[src/rtl/audio_fx_pkg.sv]
// audio_fx_pkg: shared state encoding, default sample width and saturation helper for effect stages
package audio_fx_pkg;
    localparam int DEFAULT_DATA_WIDTH = 16;
    typedef enum logic [1:0] {IDLE, ISSUE, WAIT, MIX} fx_state_t;
    function automatic logic signed [31:0] sat(input logic signed [31:0] v, input int w);
        logic signed [31:0] hi, lo;
        hi = (32'sd1 <<< (w - 1)) - 32'sd1;
        lo = -hi - 32'sd1;
        return v > hi ? hi : (v < lo ? lo : v);
    endfunction
endpackage

[src/rtl/sat_mac.sv]
// sat_mac: y = sat(x + floor(d * gain / 2^GW)), signed samples with unsigned Q0.GW gain
module sat_mac
    import audio_fx_pkg::*;
#(
    parameter int DW = DEFAULT_DATA_WIDTH,
    parameter int GW = 8
) (
    input  logic signed [DW-1:0] x,
    input  logic signed [DW-1:0] d,
    input  logic        [GW-1:0] gain,
    output logic signed [DW-1:0] y
);
    localparam int PW = DW + GW + 1;
    localparam int SW = DW + 1;
    logic signed [PW-1:0] prod;
    logic signed [SW-1:0] sum;
    always_comb begin
        prod = PW'(d) * PW'($signed({1'b0, gain}));
        // the scaled wet term always fits in DW bits since gain < 1.0
        sum = SW'(x) + SW'(prod >>> GW);
        y = DW'(sat(32'(sum), DW));
    end
endmodule

[src/rtl/echo_delay_ctrl.sv]
// echo_delay_ctrl: feed-forward echo around an external sync FIFO; one sample in flight at a time
module echo_delay_ctrl
    import audio_fx_pkg::*;
#(
    parameter int DATA_WIDTH      = DEFAULT_DATA_WIDTH,
    parameter int ADDR_WIDTH      = 12,
    parameter int GAIN_WIDTH      = 8,
    parameter int FIFO_RD_LATENCY = 2
) (
    input  logic                         clk,
    input  logic                         reset,
    input  logic signed [DATA_WIDTH-1:0] sample_in,
    input  logic                         sample_in_valid,
    input  logic        [ADDR_WIDTH-1:0] delay,
    input  logic        [GAIN_WIDTH-1:0] gain,
    input  logic                         bypass,
    output logic signed [DATA_WIDTH-1:0] sample_out,
    output logic                         sample_out_valid,
    output logic                         overrun,
    output logic                         fifo_wr_en,
    output logic signed [DATA_WIDTH-1:0] fifo_data_in,
    output logic                         fifo_rd_en,
    input  logic signed [DATA_WIDTH-1:0] fifo_data_out,
    input  logic        [ADDR_WIDTH-1:0] fifo_fill,
    input  logic                         fifo_full
);
    localparam int CW = $clog2(FIFO_RD_LATENCY + 1);
    fx_state_t state, state_next;
    logic signed [DATA_WIDTH-1:0] x, d, mix;
    logic [ADDR_WIDTH-1:0] delay_q;
    logic [CW-1:0] cnt;
    logic primed_now;

    always_ff @(posedge clk) begin
        if (reset) state <= IDLE;
        else state <= state_next;
    end

    // fifo strobes are gated by reset so every output reads 0 while reset is held
    always_comb begin
        state_next = state == IDLE  ? (sample_in_valid ? ISSUE : IDLE) :
                     state == ISSUE ? WAIT :
                     state == WAIT  ? (cnt == CW'(1) ? MIX : WAIT) : IDLE;
        fifo_wr_en = state == ISSUE && !fifo_full && !reset;
        fifo_rd_en = state == ISSUE && primed_now && !reset;
        fifo_data_in = fifo_wr_en ? x : '0;
    end

    always_ff @(posedge clk) begin
        if (reset) begin
            delay_q <= delay;
            x <= '0;
            d <= '0;
            cnt <= '0;
            primed_now <= 1'b0;
            sample_out <= '0;
            sample_out_valid <= 1'b0;
            overrun <= 1'b0;
        end else begin
            sample_out_valid <= state == MIX;
            if (sample_in_valid && state != IDLE) overrun <= 1'b1;
            // the FIFO holds exactly delay_q samples once primed, so its head is x[n-delay_q]
            if (state == IDLE && sample_in_valid) begin
                x <= sample_in;
                primed_now <= fifo_fill == delay_q;
            end
            if (state == ISSUE) cnt <= CW'(FIFO_RD_LATENCY);
            if (state == WAIT) begin
                cnt <= cnt - CW'(1);
                if (cnt == CW'(1)) d <= primed_now ? fifo_data_out : '0;
            end
            if (state == MIX) sample_out <= bypass ? x : mix;
        end
    end

    sat_mac #(.DW(DATA_WIDTH), .GW(GAIN_WIDTH)) mac (
        .x(x),
        .d(d),
        .gain(gain),
        .y(mix)
    );
endmodule
[config.mk]
export PLATFORM = sky130hd
export DESIGN_NAME = echo_delay_ctrl
export DESIGN_NICKNAME = d
export VERILOG_FILES = /design/src/rtl/audio_fx_pkg.sv /design/src/rtl/sat_mac.sv /design/src/rtl/echo_delay_ctrl.sv
export SDC_FILE = /design/constraint.sdc
export NUM_CORES = 1
export LEC_CHECK = 0
export ABC_AREA = 1
export BUFFER_PORTS_ARGS = -buffer_cell sky130_fd_sc_hd__buf_2
export CORE_MARGIN = 5
export CORE_UTILIZATION = 60
export CTS_BUF_LIST = sky130_fd_sc_hd__clkbuf_8
export DETAILED_ROUTE_END_ITERATION = 12
export PLACE_DENSITY = 0.92
export SLEW_MARGIN = 25
export SYNTH_ARGS = -nofsm -noshare
export SYNTH_HDL_FRONTEND = slang
export SYNTH_SLANG_ARGS = --single-unit
[constraint.sdc]
create_clock -name clk -period 19 [get_ports clk]
set_input_delay 2.85 -clock clk [delete_from_list [all_inputs] [get_ports clk]]
set_output_delay 2.85 -clock clk [all_outputs]
set_load 0.02 [all_outputs]
After elaboration in Yosys (flattened, before gate mapping)
Index checks and enable logic that the tools add are counted.
{"block": "op_classes", "multipliers": 1, "order_cmp": 2, "mux": 12, "addsub": 2, "n_reduce_logical": 12, "eq_ne": 5}
{"operator": "two-way mux 16 bit", "n": 5}
{"operator": "multiplier 16 x 9 -> 25 bit", "n": 1}
{"operator": "adder 16 x 17 -> 17 bit", "n": 1}
{"operator": "> comparator 17 x 16 -> 1 bit (second input constant)", "n": 1}
{"operator": "less-than comparator 17 x 16 -> 1 bit (second input constant)", "n": 1}
{"operator": "equality test 12 bit", "n": 1}
{"operator": "two-way mux 2 bit", "n": 5}
{"operator": "logical AND 1 bit", "n": 6}
{"operator": "equality test 2 x 1 -> 1 bit (second input constant)", "n": 2}
{"operator": "equality test 2 bit (second input constant)", "n": 2}
{"operator": "nonzero test 2 bit", "n": 2}
{"operator": "zero test 1 bit", "n": 2}
{"operator": "zero test 2 bit", "n": 1}
{"operator": "two-way mux 1 bit", "n": 2}
{"operator": "AND reduction 2 bit", "n": 1}
{"operator": "subtractor 2 x 1 -> 2 bit (second input constant)", "n": 1}
{"block": "word_totals", "regBits": 67, "elab_cells": 43}

Logic depth before layout (Yosys ltp)
{"block": "logic_depth", "ltp_word": 6, "depth_mapped": 40}

Modules after synthesis
A second synthesis with hierarchy kept.
{"block": "unflattened", "hier_cells": 1193, "area_unflattened_um2": 8592.0}
{"module": "sat_mac", "area_each_um2": 5799.3, "cells_per_inst": 843, "instances": 1, "seq_area_each_um2": 0.0}
{"module": "echo_delay_ctrl", "area_each_um2": 2792.7, "cells_per_inst": 350, "instances": 1, "seq_area_each_um2": 1461.4}

Worst setup path after synthesis
No wires, ideal clock.
{"block": "synth_timing", "path_kind": "input port to flip-flop", "startpoint": "in gain[2]", "endpoint": "reg sample_out[8]", "t_arrival_ns": 8.308, "required_ns": 18.860, "setup_ns": 0.140, "n_path_buf": 3, "path_stages": 34, "setup_slack_ns": 10.552, "path_cell_list": "clkbuf_1 -> clkbuf_1 -> nand2_1 -> fa_1 -> inv_1 -> fa_1 -> inv_1 -> fa_1 -> inv_1 -> fa_1 -> ha_1 -> nand2_1 -> inv_1 -> nand3_1 -> o31ai_1 -> nand2_1 -> nand2_1 -> a21oi_1 -> o21ai_1 -> xor2_1 -> ha_1 -> nand2_1 -> nor3_1 -> nand2_1 -> nand2_1 -> nand3_1 -> nand3_1 -> and2_1 -> nand2_4 -> buf_6 -> nand2_1 -> nand2_1 -> nand2_1 -> a21oi_2"}
{"block": "synth_via", "elab_chain_cells": 6, "word_cells_on_any_way": 7, "classes_between": "1 x add/sub; 1 x mul; 2 x order compare; 3 x mux"}
{"element": "start, declared", "line": "echo_delay_ctrl.sv:15", "rtl": "input logic [GAIN_WIDTH-1:0] gain,"}
{"element": "multiplier 16 x 9 -> 25 bit (*)", "line": "sat_mac.sv:18", "rtl": "prod = PW'(d) * PW'($signed({1'b0, gain}));"}
{"element": "adder 16 x 17 -> 17 bit (*)", "line": "sat_mac.sv:20", "rtl": "sum = SW'(x) + SW'(prod >>> GW);"}
{"element": "less-than comparator 17 x 16 -> 1 bit", "line": "audio_fx_pkg.sv:9", "rtl": "return v > hi ? hi : (v < lo ? lo : v);"}
{"element": "two-way mux 16 bit", "line": "audio_fx_pkg.sv:9"}
{"element": "two-way mux 16 bit (*)", "line": "audio_fx_pkg.sv:9"}
{"element": "two-way mux 16 bit (*)", "line": "echo_delay_ctrl.sv:72", "rtl": "if (state == MIX) sample_out <= bypass ? x : mix;"}
{"element": "end signal, assigned", "line": "echo_delay_ctrl.sv:72"}
{"element": "end, declared", "line": "echo_delay_ctrl.sv:17", "rtl": "output logic signed [DATA_WIDTH-1:0] sample_out,"}
Every way passes the cells marked *; elsewhere a longest branch is shown, timed or not.
A chain may end at the register's enable or synchronous reset.

Worst setup path in the final report
{"block": "layout_timing", "startpoint": "in gain[4]", "endpoint": "reg sample_out[2]"}
The elaborated chain is that of the path after synthesis.

==> summary.txt <==
Run status
  • Outcome: finished clean

Layout
  • Share of final-layout standard cells stronger than drive strength 1: 11.2%
  • Most frequent standard cell in the layout excluding fill and tap cells: sky130_fd_sc_hd__nand2_1
  • Layout Nets: 1450
  • Top library cells by usage in the layout, fill and taps aside: sky130_fd_sc_hd__nand2_1 (314), sky130_fd_sc_hd__inv_1 (262), sky130_fd_sc_hd__buf_2 (104)
  • Number of filler instances in the final layout: 1104
  • Area added between synthesis and finish: 9.17%
  • Final instance area: 0.00908 mm2
  • Diodes inserted: 0

Routing
  • Routed vias: 7302
  • Post-detailed-route DRC marker count: 0
  • Drt via density: 5.23
  • Average routed wire per standard cell: 13.7 um
  • WL final: 19.2 mm
  • Count of antenna-violating nets left after detailed routing: 0
  • Number of DRC violations after detailed-routing iteration 0: 564
  • First-pass iteration count of the detailed router: 5

Clocking
  • Number of setup buffers added after CTS: 0
  • Root Buffer: sky130_fd_sc_hd__clkbuf_8
  • CTS buffer count: 9
  • Clock transition at the registers of the reported paths: 0.08 ns
  • Source-to-sink clock delay at the later pin of the worst-skew pair: 0.36 ns
  • Deepest level of the CTS H-tree: 3
  • Cells resized by post-CTS repair: 0
  • TritonCTS Sinks: 67
  • Clock tree from TritonCTS: done
  • Maximum buffer depth of the clock tree: 2
  • Post-CTS Hold Buffers: 0

Global route
  • Antenna violations before repair: 0
  • Largest net degree at the start of global routing: 36
  • Total congestion overflow after global routing: 0
  • Total track usage: 24.8%
  • Via count of the first global-routing pass: 7494
  • Wire length of the first global-routing pass: 33.2 mm

Pwr
  • Power density of the placed cells: 36.7 mW/mm2
  • LEAKAGE: 5.44 nW
  • Maximum ir drop on the vdd rail: 0.0279 mV
  • Total Power Consumption: 0.333 mW

STA
  • Minimum period implied by the final worst setup slack: 8.63 ns
  • Largest clock skew in the final design: 0.0111 ns
  • Hold violation count in the final report: 0
  • Max_slew headroom: 35.4%
  • Sum of negative setup slack: 0 ns
  • Number of max-slew violations in the final report: 0
  • RSZ-0062 raised after global routing: false
  • Worst-margin pin slew: 0.967 ns
  • Final worst path period share: 45.4%
  • Final setup violation count: 0
  • Achievable Freq: 0.116 GHz
  • WHS: 0.469 ns
  • Setup slack after layout: 10.37 ns

Job
  • Number of violations of the max-capacitance limit: 0

Logic synthesis
  • Area of the mapped netlist: 0.00832 mm2
  • Fraction of registers with async set or reset after synthesis: 0%
  • Post-synthesis sequential element count: 67
  • Synth cell types: 38
  • Avg Inst Size Synth: 7.27 um2
  • Number of flops mapped to enable cells by yosys: 12
  • Mapped Nets: 1383
  • Number of warning messages in the yosys log: 0
  • Post-synth top flop: sky130_fd_sc_hd__dfxtp_1
  • Seq/Total Area, Yosys: 17.6%
  • Cell count after synthesis: 1144

Placement
  • IO buf count: 104
  • Final HPWL DP: 15.4 mm
  • Instance area after placement: 0.00886 mm2
  • Worst setup timing slack at the placement stage: 10.08 ns
  • Final Wtd Congestion: 0.892

Floorplan
  • Standard-cell row count: 43
  • Number of placed I/O pins: 105
  • Die Outline Area: 0.0163 mm2
  • Area of the placeable core: 0.0137 mm2
  • Width of the chip: 128 um
  • Effective utilization at floorplan: 60.6%
  • Die Span Y: 128 um

Critical path
  • Worst flop-to-flop path startpoint: d[7]$_SDFFE_PP0P_
  • Setup crit end kind: flip-flop
  • Length in cells of the worst reg-to-reg path: 30
  • Cell mode on critical path: sky130_fd_sc_hd__nand2_1
  • Required time worst endpoint: 19.20 ns
  • RR Endpoint: sample_out[2]$_SDFFE_PP0P_
  • Startpoint types: input pin
  • Reg2Reg Setup Slack: 12.61 ns
  • Worst setup path class: in -> reg
  • Longest individual stage delay on the worst path: 0.55 ns
  • Slowest CP cell: sky130_fd_sc_hd__fa_1
  • Largest fanout on the critical path: 16
  • Signal arrival time at the worst endpoint: 8.83 ns

Worst hold path
  • Type of the worst min-delay path: reg -> reg
  • Cell count of the worst hold path: 2
  • Sink of the worst hold path: primed_now$_SDFFE_PP0P_
  • Start point of the worst hold path: primed_now$_SDFFE_PP0P_
## logic make-up (layout without fill, tap and decap cells)
logic type	count (synthesis)	count (layout)	synth area share (%)
simple gates	408	408	19.3
xor+xnor	43	43	4.53
flops	67	67	17.6
buf+inv	311	383	14.3
compound gates	145	145	9.58
fa+ha+maj	170	170	34.8
## power by group
part           total [mW]  internal (mW)  switching (mW)
Sequential          0.154          0.150         0.00349
Clock               0.136         0.0737          0.0620
Combinational      0.0441         0.0156          0.0285
Total               0.333          0.239          0.0940
## critical path: cells and delay by family
family                     cells  cell delay, ns
adders and majority gates      6            2.76
buffers and inverters          7            0.82
xor gates and xnor gates       1            0.16
and+or+nand+nor               10            0.94
AOI/OAI and AO/OA              7            1.29
## registers in the layout (all words and copies together), names as in the netlist
| signal | cells |
|---|---|
| d | 16 |
| sample_out | 16 |
| x | 16 |
| delay_q | 12 |
| cnt | 2 |
| state | 2 |
| overrun | 1 |
| primed_now | 1 |
| sample_out_valid | 1 |
## worst max path at each step
stage / to / startpoint / slack, ns / depth (start not counted)
6_report: sample_out[2]$_SDFFE_PP0P_ / gain[4] / 10.37 / 31
5_1_grt: sample_out[0]$_SDFFE_PP0P_ / gain[2] / 9.92 / 31
4_1_cts: sample_out[8]$_SDFFE_PP0P_ / gain[4] / 10.43 / 31
3_5_place_dp: sample_out[2]$_SDFFE_PP0P_ / gain[4] / 10.08 / 31
3_3_place_gp: sample_out[14]$_SDFFE_PP0P_ / gain[5] / 10.15 / 31
2_1_floorplan: sample_out[8]$_SDFFE_PP0P_ / gain[2] / 10.55 / 34
## layout make-up
type,instances,area [um2],area share (%)
multi-input combinational,766,5670,62.4
sequential,67,1460,16.1
timing repair buffer,104,520,5.73
inverter,263,987,10.9
tap,180,225,2.48
clock buffer,9,124,1.36
clock inverter,7,93.8,1.03
## layer usage
metal	wire length (um)	GRT usage (%)	vias to the layer above
li1	-	-	3541
met1	7540	30.7	3461
met2	9940	43.6	250
met3	1100	3.29	50
met4	598	10.4	0
met5	0	0	-
## through the flow
step	instances	util, %
floorplan	1144	-
global placement	1380	64.6
detailed placement	1380	64.6
CTS	1396	66.2
global route	1396	66.2
finish	1396	66.2
## synth_stat cells (all sizes together) (2+ instances only)
| library cell | instances | area (um2) |
|---|---|---|
| nand4 | 5 | 31.3 |
| nand2 | 319 | 1210 |
| nor2 | 58 | 220 |
| ha | 68 | 851 |
| a21oi | 101 | 543 |
| nand3 | 19 | 95.1 |
| a21o | 3 | 22.5 |
| o21ai | 30 | 150 |
| o21a | 2 | 15.0 |
| dfxtp | 55 | 1100 |
| inv | 262 | 983 |
| fa | 102 | 2040 |
| edfxtp | 12 | 360 |
| a31oi | 2 | 12.5 |
| nor3 | 4 | 20.0 |
| xor2 | 24 | 210 |
| xnor2 | 19 | 166 |
| buf | 7 | 46.3 |
| a21boi | 2 | 15.0 |
| clkbuf | 41 | 154 |
No activity file was read; power rests on OpenSTA's default activity.
